[src/rtl/mmm_pkg.sv]
// rtl/mmm_pkg.sv - shared constants, clog2 helper and tag type for the multiplier arbiter
package mmm_pkg;

  localparam int IDW     = 90;
  localparam int ODW     = 181;
  localparam int LAT_MUL = 3;
  // Tag id field sized for the largest supported requester count (8).
  localparam int IW_MAX  = 3;

  function automatic int clog2(input int v);
    int r;
    r = 0;
    for (int i = 0; i < 31; i++) begin
      if ((1 << i) < v) r = i + 1;
    end
    return r;
  endfunction

  typedef struct packed {
    logic              valid;
    logic [IW_MAX-1:0] id;
  } tag_t;

endpackage

[src/rtl/mmm_rr_arb.sv]
// rtl/mmm_rr_arb.sv - combinational round-robin grant with its rotating pointer register
module mmm_rr_arb
  import mmm_pkg::*;
#(
  parameter int NREQ = 4,
  parameter int IW   = clog2(NREQ)
) (
  input  logic            clk,
  input  logic            rstn,
  input  logic [NREQ-1:0] req,
  input  logic            en,
  input  logic            adv,
  output logic [NREQ-1:0] gnt,
  output logic [IW-1:0]   gnt_idx
);

  logic [IW-1:0] ptr;

  // Scan downward so the last hit kept is the first valid at or above ptr.
  always_comb begin
    int j;
    j       = 0;
    gnt     = '0;
    gnt_idx = '0;
    if (en) begin
      for (int k = NREQ - 1; k >= 0; k--) begin
        j = (int'(ptr) + k) % NREQ;
        if (req[j]) begin
          gnt     = '0;
          gnt[j]  = 1'b1;
          gnt_idx = IW'(j);
        end
      end
    end
  end

  always_ff @(posedge clk or negedge rstn) begin
    if (!rstn) begin
      ptr <= '0;
    end else if (adv) begin
      ptr <= (gnt_idx == IW'(NREQ - 1)) ? '0 : gnt_idx + 1'b1;
    end
  end

endmodule

[src/rtl/mmm_mul_arb.sv]
// rtl/mmm_mul_arb.sv - shares one pipelined multiplier core between NREQ tagged requesters
module mmm_mul_arb #(
  parameter int NREQ = 4,
  parameter int IDW  = 90,
  parameter int ODW  = 181,
  parameter int LAT  = 3,
  parameter int IW   = mmm_pkg::clog2(NREQ)
) (
  input  logic                              clk,
  input  logic                              rstn,
  input  logic                              i_en,
  input  logic [NREQ-1:0]                   i_req_valid,
  output logic [NREQ-1:0]                   o_req_ready,
  input  logic [NREQ*IDW-1:0]               i_req_a,
  input  logic [NREQ*IDW-1:0]               i_req_b,
  input  logic [NREQ-1:0]                   i_req_carry,
  output logic [IDW-1:0]                    o_m_a,
  output logic [IDW-1:0]                    o_m_b,
  output logic                              o_m_carry,
  input  logic [ODW-1:0]                    i_m_res,
  output logic                              o_rsp_valid,
  output logic [IW-1:0]                     o_rsp_id,
  output logic [ODW-1:0]                    o_rsp_res,
  output logic                              o_busy,
  output logic [mmm_pkg::clog2(LAT+3)-1:0]  o_inflight
);

  localparam int CW = mmm_pkg::clog2(LAT + 3);
  localparam int TW = mmm_pkg::IW_MAX;

  logic [NREQ-1:0] gnt;
  logic [IW-1:0]   gnt_idx;
  logic            acc;
  logic [CW-1:0]   cnt;
  mmm_pkg::tag_t   tags [LAT+1];

  // Grants are masked during reset so requests are ignored while rstn is low.
  mmm_rr_arb #(.NREQ(NREQ), .IW(IW)) u_arb (
    .clk     (clk),
    .rstn    (rstn),
    .req     (i_req_valid),
    .en      (i_en & rstn),
    .adv     (acc),
    .gnt     (gnt),
    .gnt_idx (gnt_idx)
  );

  assign acc         = |gnt;
  assign o_req_ready = gnt;

  always_ff @(posedge clk or negedge rstn) begin
    if (!rstn) begin
      o_m_a     <= '0;
      o_m_b     <= '0;
      o_m_carry <= 1'b0;
    end else if (acc) begin
      o_m_a     <= i_req_a[int'(gnt_idx)*IDW +: IDW];
      o_m_b     <= i_req_b[int'(gnt_idx)*IDW +: IDW];
      o_m_carry <= i_req_carry[gnt_idx];
    end
  end

  // Tag stage LAT lines up with the core result, which is captured one edge later.
  always_ff @(posedge clk or negedge rstn) begin
    if (!rstn) begin
      for (int i = 0; i <= LAT; i++) tags[i] <= '0;
    end else begin
      tags[0].valid <= acc;
      tags[0].id    <= TW'(gnt_idx);
      for (int i = 1; i <= LAT; i++) tags[i] <= tags[i-1];
    end
  end

  always_ff @(posedge clk or negedge rstn) begin
    if (!rstn) begin
      o_rsp_valid <= 1'b0;
      o_rsp_id    <= '0;
      o_rsp_res   <= '0;
    end else begin
      o_rsp_valid <= tags[LAT].valid;
      if (tags[LAT].valid) begin
        o_rsp_id  <= tags[LAT].id[IW-1:0];
        o_rsp_res <= i_m_res;
      end
    end
  end

  always_comb begin
    cnt = CW'(o_rsp_valid);
    for (int i = 0; i <= LAT; i++) cnt = cnt + CW'(tags[i].valid);
  end

  assign o_inflight = cnt;
  assign o_busy     = |cnt;

endmodule

[config.mk]
export PLATFORM = sky130hd
export DESIGN_NAME = mmm_mul_arb
export DESIGN_NICKNAME = d
export VERILOG_FILES = /design/src/rtl/mmm_pkg.sv /design/src/rtl/mmm_rr_arb.sv /design/src/rtl/mmm_mul_arb.sv
export SDC_FILE = /design/constraint.sdc
export NUM_CORES = 1
export LEC_CHECK = 0
export CAP_MARGIN = 20
export CORE_AREA = 2 2 497 499
export DETAILED_ROUTE_END_ITERATION = 10
export DIE_AREA = 0 0 499 501
export PLACE_DENSITY_LB_ADDON = 0.12
export SETUP_SLACK_MARGIN = 0.05
export SYNTH_ARGS = -nofsm -noshare
export SYNTH_HDL_FRONTEND = slang
export SYNTH_SLANG_ARGS = --single-unit
export TNS_END_PERCENT = 50
[constraint.sdc]
create_clock -name clk -period 5.4 [get_ports clk]
set_clock_uncertainty 0.15 [all_clocks]
set_input_delay 1.35 -clock clk [delete_from_list [all_inputs] [get_ports clk]]
set_output_delay 1.35 -clock clk [all_outputs]
set_load 0.005 [all_outputs]
* Yosys cells after proc, flatten, opt, wreduce, memory -nomap -nowiden
Cells that the tools add are included.
** Word-level totals
- Input port bits :: 912
- Bits in registers :: 379
** Operators by class
- Muxes and demuxes :: 32
- Reductions and logical operators :: 9
- Bitwise logic cells :: 4
- Equality and inequality tests :: 1
- Multipliers :: 1
- Magnitude comparators :: 9
- $add $sub $neg :: 8
- Shifts and indexed selects :: 2
** Operators by type and width (number)
- 360-bit by 10-bit indexed part select with 90-bit output :: 1
- 360-bit by 32-bit indexed part select with 90-bit output :: 1
- 4-bit 2-to-1 mux :: 5
- 3-bit by 4-bit < comparator with 1-bit output, second input constant :: 3
- 1-bit 2-to-1 mux :: 12
- 2-bit 2-to-1 mux :: 6
- 1-bit binary-select mux with 2-bit select :: 5
- 3-bit by 1-bit greater-or-equal comparator with 1-bit output, second input constant :: 3
- 1-bit demux with 2-bit select :: 4
- 2-bit by 6-bit multiplier with 8-bit output, second input constant :: 1
- 3-bit by 1-bit adder with 3-bit output :: 2
- 2-bit by 3-bit < comparator with 1-bit output, second input constant :: 2
- 2-bit OR reduction :: 3
- 2-bit by 1-bit adder with 2-bit output, second input constant :: 2
- 2-bit adder, second input constant :: 2
- 1-bit logical AND :: 4
- 4-bit OR reduction :: 1
- 2-bit by 1-bit adder with 3-bit output :: 1
- 1-bit AND, first input constant :: 3
- 3-bit OR reduction :: 1
- 1-bit by 1-bit adder with 2-bit output :: 1
- 2-bit == test, second input constant :: 1
- 2-bit by 1-bit greater-or-equal comparator with 1-bit output, second input constant :: 1
- 1-bit AND :: 1

* Depth between registers and ports, before layout
- Depth after elaboration :: 13
- Gate-level depth with buffers :: 12
- Gate-level depth less buffers :: 8

* Cells and area by module
A second synthesis with hierarchy kept.
** Second synthesis, totals
- Cell total of the unflattened synthesis :: 1071
- Area, all modules :: 19089.6 um^2
** By module, submodules not included
- mmm_mul_arb :: times used 1, area an instance 18534.0 um^2, cells each 1008, seq. area each 9434.0 um^2
- mmm_rr_arb :: times used 1, area an instance 555.5 um^2, cells each 63, seq. area each 50.0 um^2

* Least setup slack after synthesis
OpenSTA, ideal clock, no wires.
- Kind :: input to output
- Start :: input i_req_valid[1]
- End :: output o_req_ready[3]
- Arrival time :: 2781 ps
- Stages on the path :: 3
- Path buffers :: 0
- Data required time :: 3900 ps
- Setup slack :: 1119 ps
- Cell sequence :: mux4_2 or4bb_1 a311oi_2
** Between the ends
- Cells in the longest elaborated chain, start to end :: 8
- Elaborated cells between the ends (all ways) :: 16
- Those cells by class :: 16 x mux
** RTL lines
- start: declaration :: RTL line mmm_mul_arb.sv:12 : input logic [NREQ-1:0] i_req_valid,
- 1-bit binary-select mux with 2-bit select :: RTL line mmm_rr_arb.sv:28 : if (req[j]) begin
- 1-bit 2-to-1 mux (not written as such) (2 in series) :: RTL line mmm_rr_arb.sv:28
- 4-bit 2-to-1 mux (3 in series) :: RTL line mmm_rr_arb.sv:28
- 4-bit 2-to-1 mux (*) :: RTL line mmm_rr_arb.sv:28
- 4-bit 2-to-1 mux (*) :: RTL line mmm_rr_arb.sv:25 : if (en) begin
- end: declaration :: RTL line mmm_mul_arb.sv:13 : output logic [NREQ-1:0] o_req_ready,
Mark *: on every way between the ends. The rest lies on a longest branch, timed or not. The select of a mux whose other input is x is not followed.

* Worst setup path in the final report
- Start :: input i_req_valid[0]
- End :: output o_req_ready[3]
The elaborated chain is that of the path after synthesis.

==> flow_summary.toml <==
[setup_path]
start_kind = "input pin"
end_kind = "primary output"
timing.rr.start = "u_arb.ptr[1]$_DFFE_PN0P_"
r2r_slack_ns = 1.44
ff2ff_path_depth = 11
timing.rr.end = "o_m_b[15]$_DFFE_PN0P_"
required_ns = 3.90
cp_top_family = "buffers and inverters"
cp_slowest_cell = "or4bb_1"
path_cells = "dlygate4sd2_1 > mux4_2 > or4bb_1 > a311oi_2 > buf_4 > clkdlybuf4s50_1"
crit_type = "input pin to primary output"
path_buf_inv = 3
arrival_ns = 3.68
critPathMaxStageDelay_ns = 0.57
path_max_fanout = 6

[power]
leakage_nw = 14.13
comb_power_share = 0.552
swShare = 0.4150
seqPwrFrac = 0.253
p_int_mw = 12.15
ir_drop_v = 0.0003522
total_power_mw = 20.77
p_per_area_nw_per_um2 = 533.1
clkPwrFrac = 0.195
p_sw_mw = 8.619

[logic_synthesis]
syn-cell-area_sq_um = 19770
synth_edf_count = 0
ys_top_cells_by_area = "dfrtp_1 (48%), mux2_2 (10%), nand3b_1 (7.0%)"
yosysUniqueCellTypes = 36
synth_area_leader_cell = "dfrtp_1"
synth-seq-cells = 379
ys_warn_count = 0
avgSynthCellArea_sq_um = 10.31
synth_ff_type = "dfrtp_1"
synthArstFlopShare = 1.000
yosysSeqAreaShare = 0.4798
syn-num-nets = 2841
synthCells = 1918
synth_top_area_frac = 0.4798

[placement]
pre_cts_ws_ns = -0.06876
gp_congestion = 0.7942
hpwl_um = 137000
io_buffers = 1284

[finish]
layout-drive-gt1-share = 0.1182
multi_input_area_sq_um = 9557
mostFrequentLayoutCells = "clkdlybuf4s50_1 (1278), dfrtp_1 (378), a21oi_1 (186)"
final_nets = 4067
layout_commonest_cell = "clkdlybuf4s50_1"
seq_area_sq_um = 9488
fill_cells = 27489
final_util = 0.1591
syn2layout_area_growth_pct = 97.09

[global_routing]
grt_pass1_wl_um = 225400
grt_pass1_vias = 23040
grt_max_degree = 92
overflow = 0
grt_usage = 0.1331
antenna_found_initial = 78

[clock_network]
cts_tree = "done"
htree_levels = 2
cts_buffer_depth = 3
cts.clk_slew.worst_paths_ns = 0.06
cts-root-buf = "clkbuf_16"
cts_sinks = 379
holdBufCountCts = 0
cts_made_buffers = 58
clock_latency_ns = 0.69

[run]
drv_cap = 0

[sta]
final.min_clock_period_ns = 5.177
worst_hold_slack_ns = 0.1968
finalSetupViolCount = 0
slew_viol_final = 0
hold_viol = 0
maxSlewHeadroom = 0.3113
worstMarginPinSlew_ns = 1.033
fin_ws_ns = 0.2233
fmax_mhz = 193.2
rsz0062_at_grt = "no"
fin_crit_sh = 0.9587
final.setup.tns_ns = 0

[detailed_routing]
ant_nets = 0
vias = 21319
wl_um = 173400
drt-pass1-iter-count = 5
viasPerCell = 3.307
wl_per_cell_um = 26.90
drtIter0Drc = 1014
drc_errors = 0

[floorplan]
coreArea_sq_um = 244800
floorplan.die_area_sq_um = 250000
initial_utilization = 0.08074
row_count = 182
die_height_um = 501
die_x_um = 499
io_pins = 1285

[worst_hold_path]
min-delay-start = "tags[5]$_DFF_PN0_"
hold_path_class = "register to register"
min_path_cells = 0
whs_endpoint = "tags[1]$_DFF_PN0_"

[run_status]
status = "completed"
==> stage by stage <==
stage,area [sq um],cells
final,38960,6446
after global routing,38900,6423
after CTS,38870,6410
after detailed placement,36900,6303
after global placement,36900,6303
after floorplan,19770,1918
==> cells by family after synthesis <==
| kind of cell | count (synthesis) | synth area share |
|---|---|---|
| flops | 379 | 0.4798 |
| buf+inv | 208 | 0.04178 |
| compound gates | 742 | 0.2476 |
| simple gates | 387 | 0.1122 |
| xor+xnor | 1 | 0.0004432 |
| fa+ha+maj | 11 | 0.007723 |
| mux | 190 | 0.1104 |
==> layout make-up <==
class | count | area share
diodes | 36 | 0.002313
clock buffers | 93 | 0.04554
clock inverters | 13 | 0.004432
inverters | 5 | 0.0004818
multi-input cells | 1331 | 0.2453
flip-flops and latches | 379 | 0.2436
well taps | 3220 | 0.1034
repair buffers | 1369 | 0.3549
==> routing by layer <==
| layer | GRT usage | vias to the layer above | wire [um] |
|---|---|---|---|
| met1 | 0.1440 | 10357 | 66150 |
| met2 | 0.2172 | 962 | 80550 |
| met3 | 0.07395 | 227 | 20660 |
| li1 | - | 9711 | - |
| met4 | 0.04735 | 62 | 5635 |
| met5 | 0.002508 | - | 394 |
==> power by group through the flow <==
stage | Sequential [mW] | Combinational (mW) | Clock, mW
2_1_floorplan | 5.17 | 4.33 | 0
3_3_place_gp | 5.31 | 12.0 | 0
3_5_place_dp | 5.33 | 11.9 | 0
4_1_cts | 5.31 | 12.0 | 4.28
5_1_grt | 5.48 | 12.5 | 4.34
6_report | 5.25 | 11.5 | 4.04
==> cells in the mapped netlist, drive strengths merged, types with 2 or more instances <==
master	number
nand2	184
a21o	181
nor2	3
mux2i	2
or4bb	3
fa	2
mux4	4
nor2b	6
inv	5
o21ai	4
o22ai	182
ha	9
mux2	184
dfrtp	379
o31ai	182
buf	37
nand3b	185
a311oi	4
clkbuf	166
a21oi	186
==> worst max-delay path by stage <==
stage	start	slack, ns	endpoint	cells past startpoint
after floorplan	i_req_valid[1]	1.12	o_req_ready[3]	3
after detailed placement	i_req_valid[2]	-0.07	o_req_ready[1]	5
final	i_req_valid[0]	0.22	o_req_ready[3]	6
after CTS	u_arb.ptr[1]$_DFFE_PN0P_	0.17	o_req_ready[1]	6
after global routing	u_arb.ptr[1]$_DFFE_PN0P_	0.09	o_req_ready[3]	7
after global placement	i_req_valid[2]	-0.11	o_req_ready[1]	5
==> repair_timing <==
action,in CTS,in global routing
gates resized for setup,7,0
hold endpoints to repair,0,0
setup endpoints to repair,4,0
buffers inserted,1,0
==> registers in the layout, indices dropped and copies added (netlist names) <==
name,cells
o_rsp_res,181
o_rsp_valid,1
o_m_b,90
u_arb.ptr,2
o_m_a,90
o_rsp_id,2
o_m_carry,1
tags,12
==> worst register-to-register path, cell delays in order, from the launching register on <==
cell and delay, ns:
dfrtp_1 0.34, inv_1 0.12, ha_1 0.39, mux4_2 0.58, buf_4 0.21, nor2b_1 0.34, o2111ai_4 0.24, buf_12 0.24
buf_4 0.28, a21o_1 0.18, a21oi_1 0.62, o31ai_1 0.12
Power figures use the tool's default switching activity.
